[config.mk]
export PLATFORM = sky130hd
export DESIGN_NAME = button_conditioner
export DESIGN_NICKNAME = d
export VERILOG_FILES = /design/src/rtl/button_conditioner_pkg.sv /design/src/rtl/button_conditioner_channel.sv /design/src/rtl/button_conditioner.sv
export SDC_FILE = /design/constraint.sdc
export NUM_CORES = 1
export LEC_CHECK = 0
export CAP_MARGIN = 20
export CELL_PAD_IN_SITES_DETAIL_PLACEMENT = 0
export CELL_PAD_IN_SITES_GLOBAL_PLACEMENT = 1
export CORE_AREA = 2 2 72 74
export CTS_CLUSTER_DIAMETER = 50
export DETAILED_ROUTE_END_ITERATION = 10
export DIE_AREA = 0 0 74 76
export PLACE_DENSITY_LB_ADDON = 0.1
export SYNTH_ARGS = -nofsm -noshare
export SYNTH_HDL_FRONTEND = slang
export SYNTH_SLANG_ARGS = --single-unit
[constraint.sdc]
create_clock -name clk -period 1.26 [get_ports clk]
set_clock_uncertainty 0.1 [all_clocks]
set_input_delay 0.126 -clock clk [delete_from_list [all_inputs] [get_ports clk]]
set_output_delay 0.126 -clock clk [all_outputs]
set_load 0.01 [all_outputs]
[src/rtl/button_conditioner_pkg.sv]
// Shared types, 25 MHz timing defaults and width helper for button_conditioner.
// Auto-repeat is built only when BUTTON_CONDITIONER_AUTOREPEAT_EN is defined.
package button_conditioner_pkg;

    typedef enum logic [1:0] {
        RPT_IDLE   = 2'd0,
        RPT_DELAY  = 2'd1,
        RPT_REPEAT = 2'd2
    } rpt_state_t;

    // 500 ms and 100 ms at 25 MHz
    localparam int DEF_STABLE_CYCLES = 8;
    localparam int DEF_REPEAT_DELAY  = 12_500_000;
    localparam int DEF_REPEAT_PERIOD = 2_500_000;

    function automatic int width_for(input int max_val);
        return (max_val < 1) ? 1 : $clog2(max_val + 1);
    endfunction

endpackage

[src/rtl/button_conditioner_channel.sv]
// One button: 2-flop sync, two-way debounce, press/release pulses, repeat FSM.
// Repeat FSM and timer exist only with BUTTON_CONDITIONER_AUTOREPEAT_EN.
module button_channel
    import button_conditioner_pkg::*;
#(
    parameter int STABLE_CYCLES = DEF_STABLE_CYCLES,
    parameter int REPEAT_DELAY  = DEF_REPEAT_DELAY,
    parameter int REPEAT_PERIOD = DEF_REPEAT_PERIOD
) (
    input  logic clk,
    input  logic rst,
    input  logic in,
    output logic level,
    output logic press,
    output logic rel,
    output logic act
);

    localparam int CW = width_for(STABLE_CYCLES);
    localparam logic [CW-1:0] CNT_LAST = CW'(STABLE_CYCLES - 1);

    if (STABLE_CYCLES < 1 || REPEAT_DELAY < 1 || REPEAT_PERIOD < 1) begin : g_bad_cfg
        $error("button_channel: timing parameters must be >= 1");
    end

    logic          s1;
    logic          s2;
    logic [CW-1:0] cnt;
    logic          flip;
    logic          press_d;
    logic          rel_d;

    assign flip    = (s2 != level) && (cnt == CNT_LAST);
    assign press_d = flip & ~level;
    assign rel_d   = flip & level;

    always_ff @(posedge clk) begin
        if (rst) begin
            s1    <= 1'b0;
            s2    <= 1'b0;
            cnt   <= '0;
            level <= 1'b0;
            press <= 1'b0;
            rel   <= 1'b0;
        end else begin
            s1    <= in;
            s2    <= s1;
            cnt   <= (s2 == level || flip) ? '0 : cnt + 1'b1;
            level <= level ^ flip;
            press <= press_d;
            rel   <= rel_d;
        end
    end

`ifdef BUTTON_CONDITIONER_AUTOREPEAT_EN

    localparam int TW = width_for(
        (REPEAT_DELAY > REPEAT_PERIOD) ? REPEAT_DELAY : REPEAT_PERIOD);
    localparam logic [TW-1:0] DLY_LAST = TW'(REPEAT_DELAY - 1);
    localparam logic [TW-1:0] PER_LAST = TW'(REPEAT_PERIOD - 1);

    rpt_state_t    state;
    rpt_state_t    state_d;
    logic [TW-1:0] tcnt;
    logic [TW-1:0] tcnt_d;
    logic          due;
    logic          act_d;

    assign due = (state == RPT_DELAY  && tcnt == DLY_LAST) ||
                 (state == RPT_REPEAT && tcnt == PER_LAST);

    always_ff @(posedge clk) begin
        if (rst) begin
            state <= RPT_IDLE;
            tcnt  <= '0;
            act   <= 1'b0;
        end else begin
            state <= state_d;
            tcnt  <= tcnt_d;
            act   <= act_d;
        end
    end

    always_comb begin
        state_d = state;
        tcnt_d  = tcnt;
        unique case (state)
            RPT_IDLE: begin
                if (press_d) begin
                    state_d = RPT_DELAY;
                    tcnt_d  = '0;
                end
            end
            RPT_DELAY, RPT_REPEAT: begin
                if (due) begin
                    state_d = RPT_REPEAT;
                    tcnt_d  = '0;
                end else begin
                    tcnt_d = tcnt + 1'b1;
                end
            end
            default: begin
                state_d = RPT_IDLE;
                tcnt_d  = '0;
            end
        endcase
        if (rel_d) begin
            state_d = RPT_IDLE;
            tcnt_d  = '0;
        end
    end

    // a repeat landing on the debounced fall is dropped
    always_comb begin
        act_d = press_d | (due & ~rel_d);
    end

`else

    assign act = press;

`endif

endmodule

[src/rtl/button_conditioner.sv]
// N_CH-wide button conditioner: one button_channel per raw input.
// Auto-repeat on act is enabled by BUTTON_CONDITIONER_AUTOREPEAT_EN.
module button_conditioner
    import button_conditioner_pkg::*;
#(
    parameter int N_CH          = 5,
    parameter int STABLE_CYCLES = DEF_STABLE_CYCLES,
    parameter int REPEAT_DELAY  = DEF_REPEAT_DELAY,
    parameter int REPEAT_PERIOD = DEF_REPEAT_PERIOD
) (
    input  logic            clk,
    input  logic            rst,
    input  logic [N_CH-1:0] in,
    output logic [N_CH-1:0] level,
    output logic [N_CH-1:0] press,
    output logic [N_CH-1:0] rel,
    output logic [N_CH-1:0] act
);

    for (genvar i = 0; i < N_CH; i++) begin : g_ch
        button_channel #(
            .STABLE_CYCLES(STABLE_CYCLES),
            .REPEAT_DELAY (REPEAT_DELAY),
            .REPEAT_PERIOD(REPEAT_PERIOD)
        ) u_ch (
            .clk  (clk),
            .rst  (rst),
            .in   (in[i]),
            .level(level[i]),
            .press(press[i]),
            .rel  (rel[i]),
            .act  (act[i])
        );
    end

endmodule

==> impl_metrics.csv, run 1 <==
group,metric,value,unit
outcome,status,"finished with violations",
outcome,violations,"setup timing",
placement,io_buffers,26,
routing,drt_iter0_markers,18,
cells_and_area,antennaDiodeCount,0,
setup_path,cp_max_fo,3,
clocking,clk_path_buf_depth,2,
clocking,clkLatencyLatePin,0.29,ns
sta,finalWorstSetupSlack,-0.0505,ns
synthesis,synth_area_per_cell,10.6,um^2
cells_and_area,final_cell_mix,"dfxtp_1, dlygate4sd2_1, buf_4",
placement,gp_congestion,0.693,
routing,vias_per_cell,4.25,
cells_and_area,drive_gt1_frac,0.291,
clocking,path_clk_slew,0.07,ns
min_path,worstHoldPathType,"input pin to flip-flop",
floorplanning,start_util,0.343,
grt,gr-total-overflow,0,
synthesis,synth-warning-count,0,
floorplanning,die_width,74,um
floorplanning,rows,26,
grt,grt_pass1_wl,4.49,mm
sta,slew_violations,0,
sta,fmax,0.763,GHz
sta,hold_violations,0,
routing,wirelength,2.77,mm
grt,grt_max_degree,13,
setup_path,startpoint_type,"flip-flop",
cells_and_area,area_growth,30.4,%
placement,dpl.hpwl,1.90,mm
clocking,numCtsBuffers,5,
pwr,power_density,1080,mW/mm^2
pwr,p_leak,0.942,nW
sta,period_share,1.04,
cells_and_area,final_common_cell,"dfxtp_1",
sta,setup_violations,3,
clocking,htree_levels,2,
pwr,vdd_drop_max,510,uV
floorplanning,core,0.00491,mm^2
grt,grt_pass1_vias,1059,
synthesis,ys_ff_latch,45,
synthesis,synthCells,159,
synthesis,ys_types,17,
sta,rsz0062_at_grt,"true",
sta,worst_hold_slack,0.285,ns
run,drv_cap,0,
floorplanning,die_y,76,um
placement,placed_cells,244,
cells_and_area,utilization,0.447,
sta,relSlewSlack,0.816,
clocking,cts_root_buf,"clkbuf_8",
setup_path,reg2reg_slack,-0.05,ns
synthesis,synth_nets,171,
grt,grtUsageTotal,0.106,
routing,firstDrtPassIters,2,
routing,ant_nets,0,
clocking,cts_sinks,45,
routing,avgRoutedWirePerCell,10.7,um
setup_path,crit_type,"flip-flop to flip-flop",
setup_path,critPathRequiredTime,1.38,ns
floorplanning,die-area,0.00562,mm^2
setup_path,cp-end-kind,"flip-flop",
synthesis,yosysSeqAreaShare,0.535,
sta,max_slew.worst_pin.slew,0.273,ns
synthesis,syn-cell-area,0.00168,mm^2
cells_and_area,nets,200,
cells_and_area,fin_cells,259,
routing,drc,0,
sta,fin_crit,1.31,ns
clocking,cts_tree,"yes",
routing,route.vias.total,1101,
setup_path,worst-endpoint-arrival,1.43,ns
floorplanning,pin_count,27,
grt,antenna_found_initial,0,
==> final timing paths <==
check,end,cells after the start,from
max,g_ch[1].u_ch.cnt[0]$_SDFF_PP0_,4,g_ch[1].u_ch.cnt[0]$_SDFF_PP0_
min,g_ch[1].u_ch.s1$_SDFF_PP0_,2,in[1]
max reg2reg,g_ch[1].u_ch.cnt[0]$_SDFF_PP0_,4,g_ch[1].u_ch.cnt[0]$_SDFF_PP0_
min reg2reg,g_ch[1].u_ch.s2$_SDFF_PP0_,1,g_ch[1].u_ch.s1$_SDFF_PP0_
==> metrics by stage <==
step / total power, mW / setup TNS, ns / setup WS, ns / instance area [um^2]
floorplan: 1.53 / 0 / 0.0114 / 1700
global placement: 1.57 / -1.63 / -0.117 / 1970
detailed placement: 1.57 / -2.00 / -0.163 / 1970
CTS: 2.42 / -0.0279 / -0.0206 / 2120
global route: 2.51 / -0.476 / -0.118 / 2190
finish: 2.37 / -0.142 / -0.0505 / 2190
==> synth_stat cells <==
cell type  count  area share
dfxtp_1       45        0.54
buf_4         20       0.089
nor2_1        20       0.045
nor2b_1       10       0.037
nor4b_1       10       0.052
xor2_1         9       0.047
nand3_1        7       0.021
inv_1          6       0.013
xnor2_1        6       0.031
ha_1           5       0.037
mux2i_1        5       0.030
nand3b_1       5       0.022
nor3_1         3      0.0089
or3b_1         3       0.016
and3_1         2      0.0074
buf_2          2      0.0059
clkbuf_1       1      0.0022
==> where the power goes <==
| group | switching, mW | internal (mW) | leakage (nW) |
|---|---|---|---|
| combinational | 0.0405 | 0.0542 | 0.531 |
| clock | 0.427 | 0.394 | 0.0395 |
| sequential | 0.0143 | 1.44 | 0.371 |
==> timing repair <==
action | in CTS | in global routing
hold buffers | 0 | 0
gates resized for setup | 34 | 17
pin swaps | 6 | 7
setup endpoints to repair | 25 | 19
buffers inserted | 6 | 2
==> critical path, cell delays in order, from the launching register on <==
cell	delay, ns
dfxtp_4	0.36
ha_4	0.15
nand3b_1	0.11
or3b_4	0.43
nor2_2	0.09
==> per-layer routing <==
layer | GRT usage | wire length, um | up-vias
met2 | 0.170 | 1380 | 24
met1 | 0.120 | 1220 | 512
met5 | 0 | 0 | -
met3 | 0.0476 | 106 | 7
li1 | - | - | 558
met4 | 0.0436 | 59 | 0
==> cell type report <==
| class | instances | area, um^2 |
|---|---|---|
| sequential | 45 | 918 |
| clock buffer | 8 | 80.1 |
| tap | 70 | 87.6 |
| multi-input combinational | 85 | 708 |
| fill | 479 | 2720 |
| timing repair buffer | 45 | 378 |
| inverter | 6 | 22.5 |
==> cells by family after synthesis <==
group	synth area share
xor+xnor	0.0781
fa+ha+maj	0.0372
buf+inv	0.111
flops	0.535
mux	0.0297
simple gates	0.209
No activity file was read; power rests on OpenSTA's default activity.
==> inputs of run 2 (changes only) <==
--- a/config.mk
+++ b/config.mk
@@ -8,10 +8,10 @@
 export CAP_MARGIN = 20
 export CELL_PAD_IN_SITES_DETAIL_PLACEMENT = 0
 export CELL_PAD_IN_SITES_GLOBAL_PLACEMENT = 1
-export CORE_AREA = 2 2 72 74
+export CORE_AREA = 2 2 100 54
 export CTS_CLUSTER_DIAMETER = 50
 export DETAILED_ROUTE_END_ITERATION = 10
-export DIE_AREA = 0 0 74 76
+export DIE_AREA = 0 0 102 56
 export PLACE_DENSITY_LB_ADDON = 0.1
 export SYNTH_ARGS = -nofsm -noshare
 export SYNTH_HDL_FRONTEND = slang
==> impl_metrics.csv, run 2 (synthesis results as in run 1) <==
group,metric,value,unit
outcome,status,"finished with violations",
outcome,violations,"setup timing",
sta,finalWorstSetupSlack,-0.0308,ns
clocking,cts_root_buf,"clkbuf_8",
grt,grt_most_used_layer,"met2",
min_path,worstHoldPathType,"input pin to flip-flop",
floorplanning,die_y,56,um
clocking,path_clk_slew,0.08,ns
sta,hold_violations,0,
clocking,cts_sinks,45,
setup_path,critPathRequiredTime,1.38,ns
placement,dpl.hpwl,1.87,mm
clocking,cts_tree,"yes",
sta,worst_hold_slack,0.287,ns
pwr,clock_power_share,0.374,
min_path,min_from,"in[3]",
grt,gr-usage-met1,0.125,
setup_path,cp.buffers_inverters,0,
grt,grtUsageTotal,0.0991,
sta,relSlewSlack,0.830,
sta,slew_violations,0,
cells_and_area,seq_area,917,um^2
cells_and_area,nets,202,
pwr,sequentialPowerShare,0.585,
routing,avgRoutedWirePerCell,10.4,um
grt,grtUsageMet2,0.148,
floorplanning,pin_count,27,
routing,drt_iter0_markers,16,
pwr,vdd_drop_max,439,uV
floorplanning,rows,18,
cells_and_area,stdcell_area,0.00224,mm^2
floorplanning,start_util,0.352,
clocking,numCtsBuffers,5,
pwr,p_sw,0.490,mW
cells_and_area,final_cell_mix,"dfxtp_1, dlygate4sd2_1, buf_4",
pwr,p_leak,0.968,nW
cells_and_area,fillers,467,
grt,met3_usage,0.0377,
setup_path,crit_start,"g_ch[4].u_ch.cnt[1]$_SDFF_PP0_",
setup_path,cp_max_fo,3,
sta,max_slew.worst_pin.slew,0.251,ns
setup_path,crit_family,"simple AND/OR/NAND/NOR gates",
sta,rsz0062_at_grt,"true",
placement,post-place-ws,-0.210,ns
cells_and_area,multi_input_area,702,um^2
setup_path,cpMaxStageDelayCell,"or3b_4",
clocking,htree_levels,2,
placement,io_buffers,26,
routing,wirelength,2.73,mm
grt,grt_pass1_wl,4.31,mm
pwr,switching_share,0.197,
placement,gp_congestion,0.637,
placement,place_area,0.00199,mm^2
floorplanning,core,0.00477,mm^2
clocking,clkLatencyLatePin,0.28,ns
cells_and_area,drive_gt1_frac,0.319,
pwr,internal-power,2.00,mW
setup_path,cp-end-kind,"flip-flop",
setup_path,worst-endpoint-arrival,1.41,ns
routing,firstDrtPassIters,4,
sta,setup_violations,3,
floorplanning,die_width,102,um
cells_and_area,final_common_cell,"dfxtp_1",
grt,grt_max_degree,15,
grt,grt_pass1_vias,1018,
clocking,clk_path_buf_depth,2,
cells_and_area,area_growth,32.9,%
setup_path,crit_type,"flip-flop to flip-flop",
run,drv_cap,0,
setup_path,worstReg2RegStart,"g_ch[4].u_ch.cnt[1]$_SDFF_PP0_",
sta,setup_tns,-0.0620,ns
routing,route.vias.total,1079,
pwr,power_density,1110,mW/mm^2
sta,fin_crit,1.29,ns
sta,period_share,1.02,
setup_path,slowest_delay,0.41,ns
setup_path,startpoint_type,"flip-flop",
grt,antenna_found_initial,0,
routing,vias_per_cell,4.13,
routing,drc,0,
pwr,pwr-share-comb,0.040,
sta,fmax,0.775,GHz
cells_and_area,antennaDiodeCount,0,
setup_path,path_cells,"ha_4 -> nand3b_1 -> or3b_4 -> nor2_2",
grt,gr-total-overflow,0,
routing,ant_nets,0,
floorplanning,die-area,0.00571,mm^2
[run 2: power groups by stage]
stage                     combinational [mW]  clock (mW)  sequential, mW
after global placement                0.0902           0            1.49
after floorplan                       0.0422           0            1.48
after global routing                   0.110        1.04            1.46
after CTS                             0.0948       0.988            1.45
after detailed placement              0.0919           0            1.49
final                                  0.100       0.931            1.46
[run 2: per-layer routing]
metal	part of all wire	wire (um)
met4	0.012	34
met2	0.45	1230
met5	0	0
met1	0.49	1330
met3	0.051	138
[run 2: worst paths after layout]
check | end | slack, ns | depth (start not counted)
setup reg to reg | g_ch[4].u_ch.cnt[0]$_SDFF_PP0_ | -0.03 | 4
hold / removal | g_ch[3].u_ch.s1$_SDFF_PP0_ | 0.29 | 2
hold reg to reg | g_ch[0].u_ch.s2$_SDFF_PP0_ | 0.34 | 1
setup / recovery | g_ch[4].u_ch.cnt[0]$_SDFF_PP0_ | -0.03 | 4
[run 2: what timing repair did]
action	in CTS	in global routing
setup endpoints to repair	31	17
buffers inserted	4	4
pin swaps	6	5
gates resized for setup	35	15
hold buffers	0	0
[run 2: final cells by class]
cell class | instances | share of cell area
clock buffer | 7 | 0.0431
clock inverter | 1 | 0.00224
inverter | 6 | 0.0101
multi-input combinational | 85 | 0.314
sequential | 45 | 0.410
tap | 70 | 0.0392
timing repair buffer | 47 | 0.181
[run 2: through the flow]
stage                util  cells  power [mW]
floorplan               -    159        1.53
global placement    0.417    245        1.58
detailed placement  0.417    245        1.58
CTS                 0.450    257        2.54
global route        0.468    261        2.61
finish              0.468    261        2.49
[run 2: worst reg2reg max path, delay by kind of cell, from the launching register on]
| family | cells | cell delay [ns] |
|---|---|---|
| DFF | 1 | 0.34 |
| adders and majority gates | 1 | 0.16 |
| and+or+nand+nor | 3 | 0.62 |
==> inputs of run 3 (changes only) <==
==> constraint.sdc (replaced) <==
create_clock -name clk -period 1.06 [get_ports clk]
set_clock_uncertainty 0.1 [all_clocks]
set_input_delay 0.106 -clock clk [delete_from_list [all_inputs] [get_ports clk]]
set_output_delay 0.106 -clock clk [all_outputs]
set_load 0.01 [all_outputs]
==> impl_metrics.csv, run 3 (synthesis results as in run 1) <==
group,metric,value,unit
sta,hold_violations,0,
sta,rsz0062_at_grt,"true",
pwr,switching_share,0.222,
routing,wirelength,3.01,mm
cells_and_area,drive_gt1_frac,0.541,
grt,gr-total-overflow,0,
cells_and_area,fin_cells,275,
pwr,clock_power_share,0.357,
pwr,p_sw,0.641,mW
setup_path,cp-end-kind,"flip-flop",
setup_path,reg2reg_slack,-0.20,ns
grt,grtUsageTotal,0.112,
routing,vias_per_cell,4.14,
cells_and_area,utilization,0.499,
clocking,path_clk_slew,0.09,ns
sta,setup_violations,32,
setup_path,r2r_end,"g_ch[4].u_ch.cnt[0]$_SDFF_PP0_",
sta,period_share,1.19,
sta,fmax,0.793,GHz
outcome,status,"finished with violations",
cells_and_area,area_growth,41.7,%
floorplanning,core,0.00477,mm^2
placement,placed_cells,264,
setup_path,worstReg2RegStart,"g_ch[4].u_ch.cnt[1]$_SDFF_PP0_",
clocking,clkLatencyLatePin,0.29,ns
outcome,violations,"setup timing",
setup_path,critPathRequiredTime,1.19,ns
min_path,worstHoldPathType,"input pin to flip-flop",
setup_path,crit_start,"g_ch[4].u_ch.cnt[1]$_SDFF_PP0_",
sta,relSlewSlack,0.837,
setup_path,startpoint_type,"flip-flop",
sta,worst_hold_slack,0.256,ns
routing,avgRoutedWirePerCell,10.9,um
run,drv_cap,0,
placement,gp_congestion,0.702,
routing,drc,0,
routing,route.vias.total,1139,
pwr,sequentialPowerShare,0.597,
placement,io_buffers,26,
cells_and_area,final_cell_mix,"buf_4, dfxtp_1, dfxtp_2",
setup_path,endpoint,"g_ch[4].u_ch.cnt[0]$_SDFF_PP0_",
setup_path,worst-endpoint-arrival,1.39,ns
grt,grt_max_degree,15,
sta,setup_tns,-3.54,ns
clocking,clk_path_buf_depth,2,
clocking,cts_sinks,45,
clocking,cts_tree,"yes",
cells_and_area,fillers,465,
placement,dpl.hpwl,2.09,mm
grt,grt_pass1_vias,1123,
clocking,cts_root_buf,"clkbuf_8",
clocking,htree_levels,2,
floorplanning,rows,18,
sta,max_slew.worst_pin.slew,0.244,ns
sta,slew_violations,0,
floorplanning,start_util,0.352,
grt,grt_pass1_wl,4.91,mm
clocking,numCtsBuffers,5,
floorplanning,die_width,102,um
setup_path,cp_max_fo,3,
setup_path,crit_type,"flip-flop to flip-flop",
sta,finalWorstSetupSlack,-0.202,ns
setup_path,reg2reg_depth,4,
pwr,power_density,1210,mW/mm^2
floorplanning,pin_count,27,
pwr,internal-power,2.25,mW
routing,ant_nets,0,
pwr,p_leak,0.976,nW
floorplanning,die_y,56,um
grt,antenna_found_initial,0,
cells_and_area,antennaDiodeCount,0,
routing,firstDrtPassIters,2,
sta,fin_crit,1.26,ns
pwr,vdd_drop_max,537,uV
pwr,pwr-share-comb,0.046,
cells_and_area,final_common_cell,"buf_4",
cells_and_area,nets,216,
routing,drt_iter0_markers,6,
floorplanning,die-area,0.00571,mm^2
==> run 3: cell count changes in the layout (fill, tap and decap cells not counted), moves of 3 or more <==
cell,before,now
buf_6,0,3
dlygate4sd2_1,20,0
nor4b_1,5,0
nor4b_4,0,3
buf_2,0,16
dfxtp_1,32,24
dfxtp_2,13,20
buf_4,20,32
==> run 3: cell type report <==
type	instances	area (um^2)	area share
sequential	45	930	0.390
multi-input combinational	85	812	0.341
timing repair buffer	61	445	0.187
tap	70	87.6	0.0367
clock buffer	6	72.6	0.0304
inverter	6	22.5	0.00944
clock inverter	2	15.0	0.00630
==> run 3: repair_timing <==
action,4_1_cts,5_1_grt
setup endpoints to repair,50,45
gates resized for setup,88,28
pin swaps,7,5
buffers inserted,4,2
hold buffers,0,0
==> run 3: power by group through the flow <==
stage	clock network [mW]	logic, mW	registers, mW
global placement	0	0.117	1.77
finish	1.03	0.134	1.73
floorplan	0	0.0513	1.77
global route	1.14	0.150	1.73
detailed placement	0	0.119	1.77
CTS	1.07	0.128	1.73
==> run 3: how the worst min path moves through the flow <==
stage / startpoint / cells past startpoint / endpoint
after floorplan: in[0] / 1 / g_ch[0].u_ch.s1$_SDFF_PP0_
after global routing: in[2] / 2 / g_ch[2].u_ch.s1$_SDFF_PP0_
after CTS: in[4] / 2 / g_ch[4].u_ch.s1$_SDFF_PP0_
final: in[4] / 2 / g_ch[4].u_ch.s1$_SDFF_PP0_
after detailed placement: g_ch[3].u_ch.s1$_SDFF_PP0_ / 1 / g_ch[3].u_ch.s2$_SDFF_PP0_
after global placement: g_ch[0].u_ch.s1$_SDFF_PP0_ / 1 / g_ch[0].u_ch.s2$_SDFF_PP0_
==> run 3: per-layer routing <==
metal / track usage / share of wire / vias to the layer above / wire, um
li1: - / - / 595 / -
met5: 0 / 0 / - / 0
met1: 0.142 / 0.52 / 522 / 1560
met4: 0.0457 / 0.011 / 0 / 34
met2: 0.176 / 0.43 / 18 / 1300
met3: 0.0377 / 0.035 / 4 / 106
==> run 3: metrics by stage <==
stage	instance area, um^2	setup WS [ns]	power (mW)
final	2380	-0.202	2.89
after global routing	2380	-0.254	3.02
after CTS	2360	-0.194	2.93
after floorplan	1770	-0.183	1.82
after global placement	2190	-0.316	1.88
after detailed placement	2190	-0.319	1.89
==> run 3: worst max-delay path, cell delays in order, from the launching register on <==
cell and delay, ns:
dfxtp_2 0.34, ha_4 0.15, nand3b_1 0.10, or3b_4 0.41
nor2_1 0.09
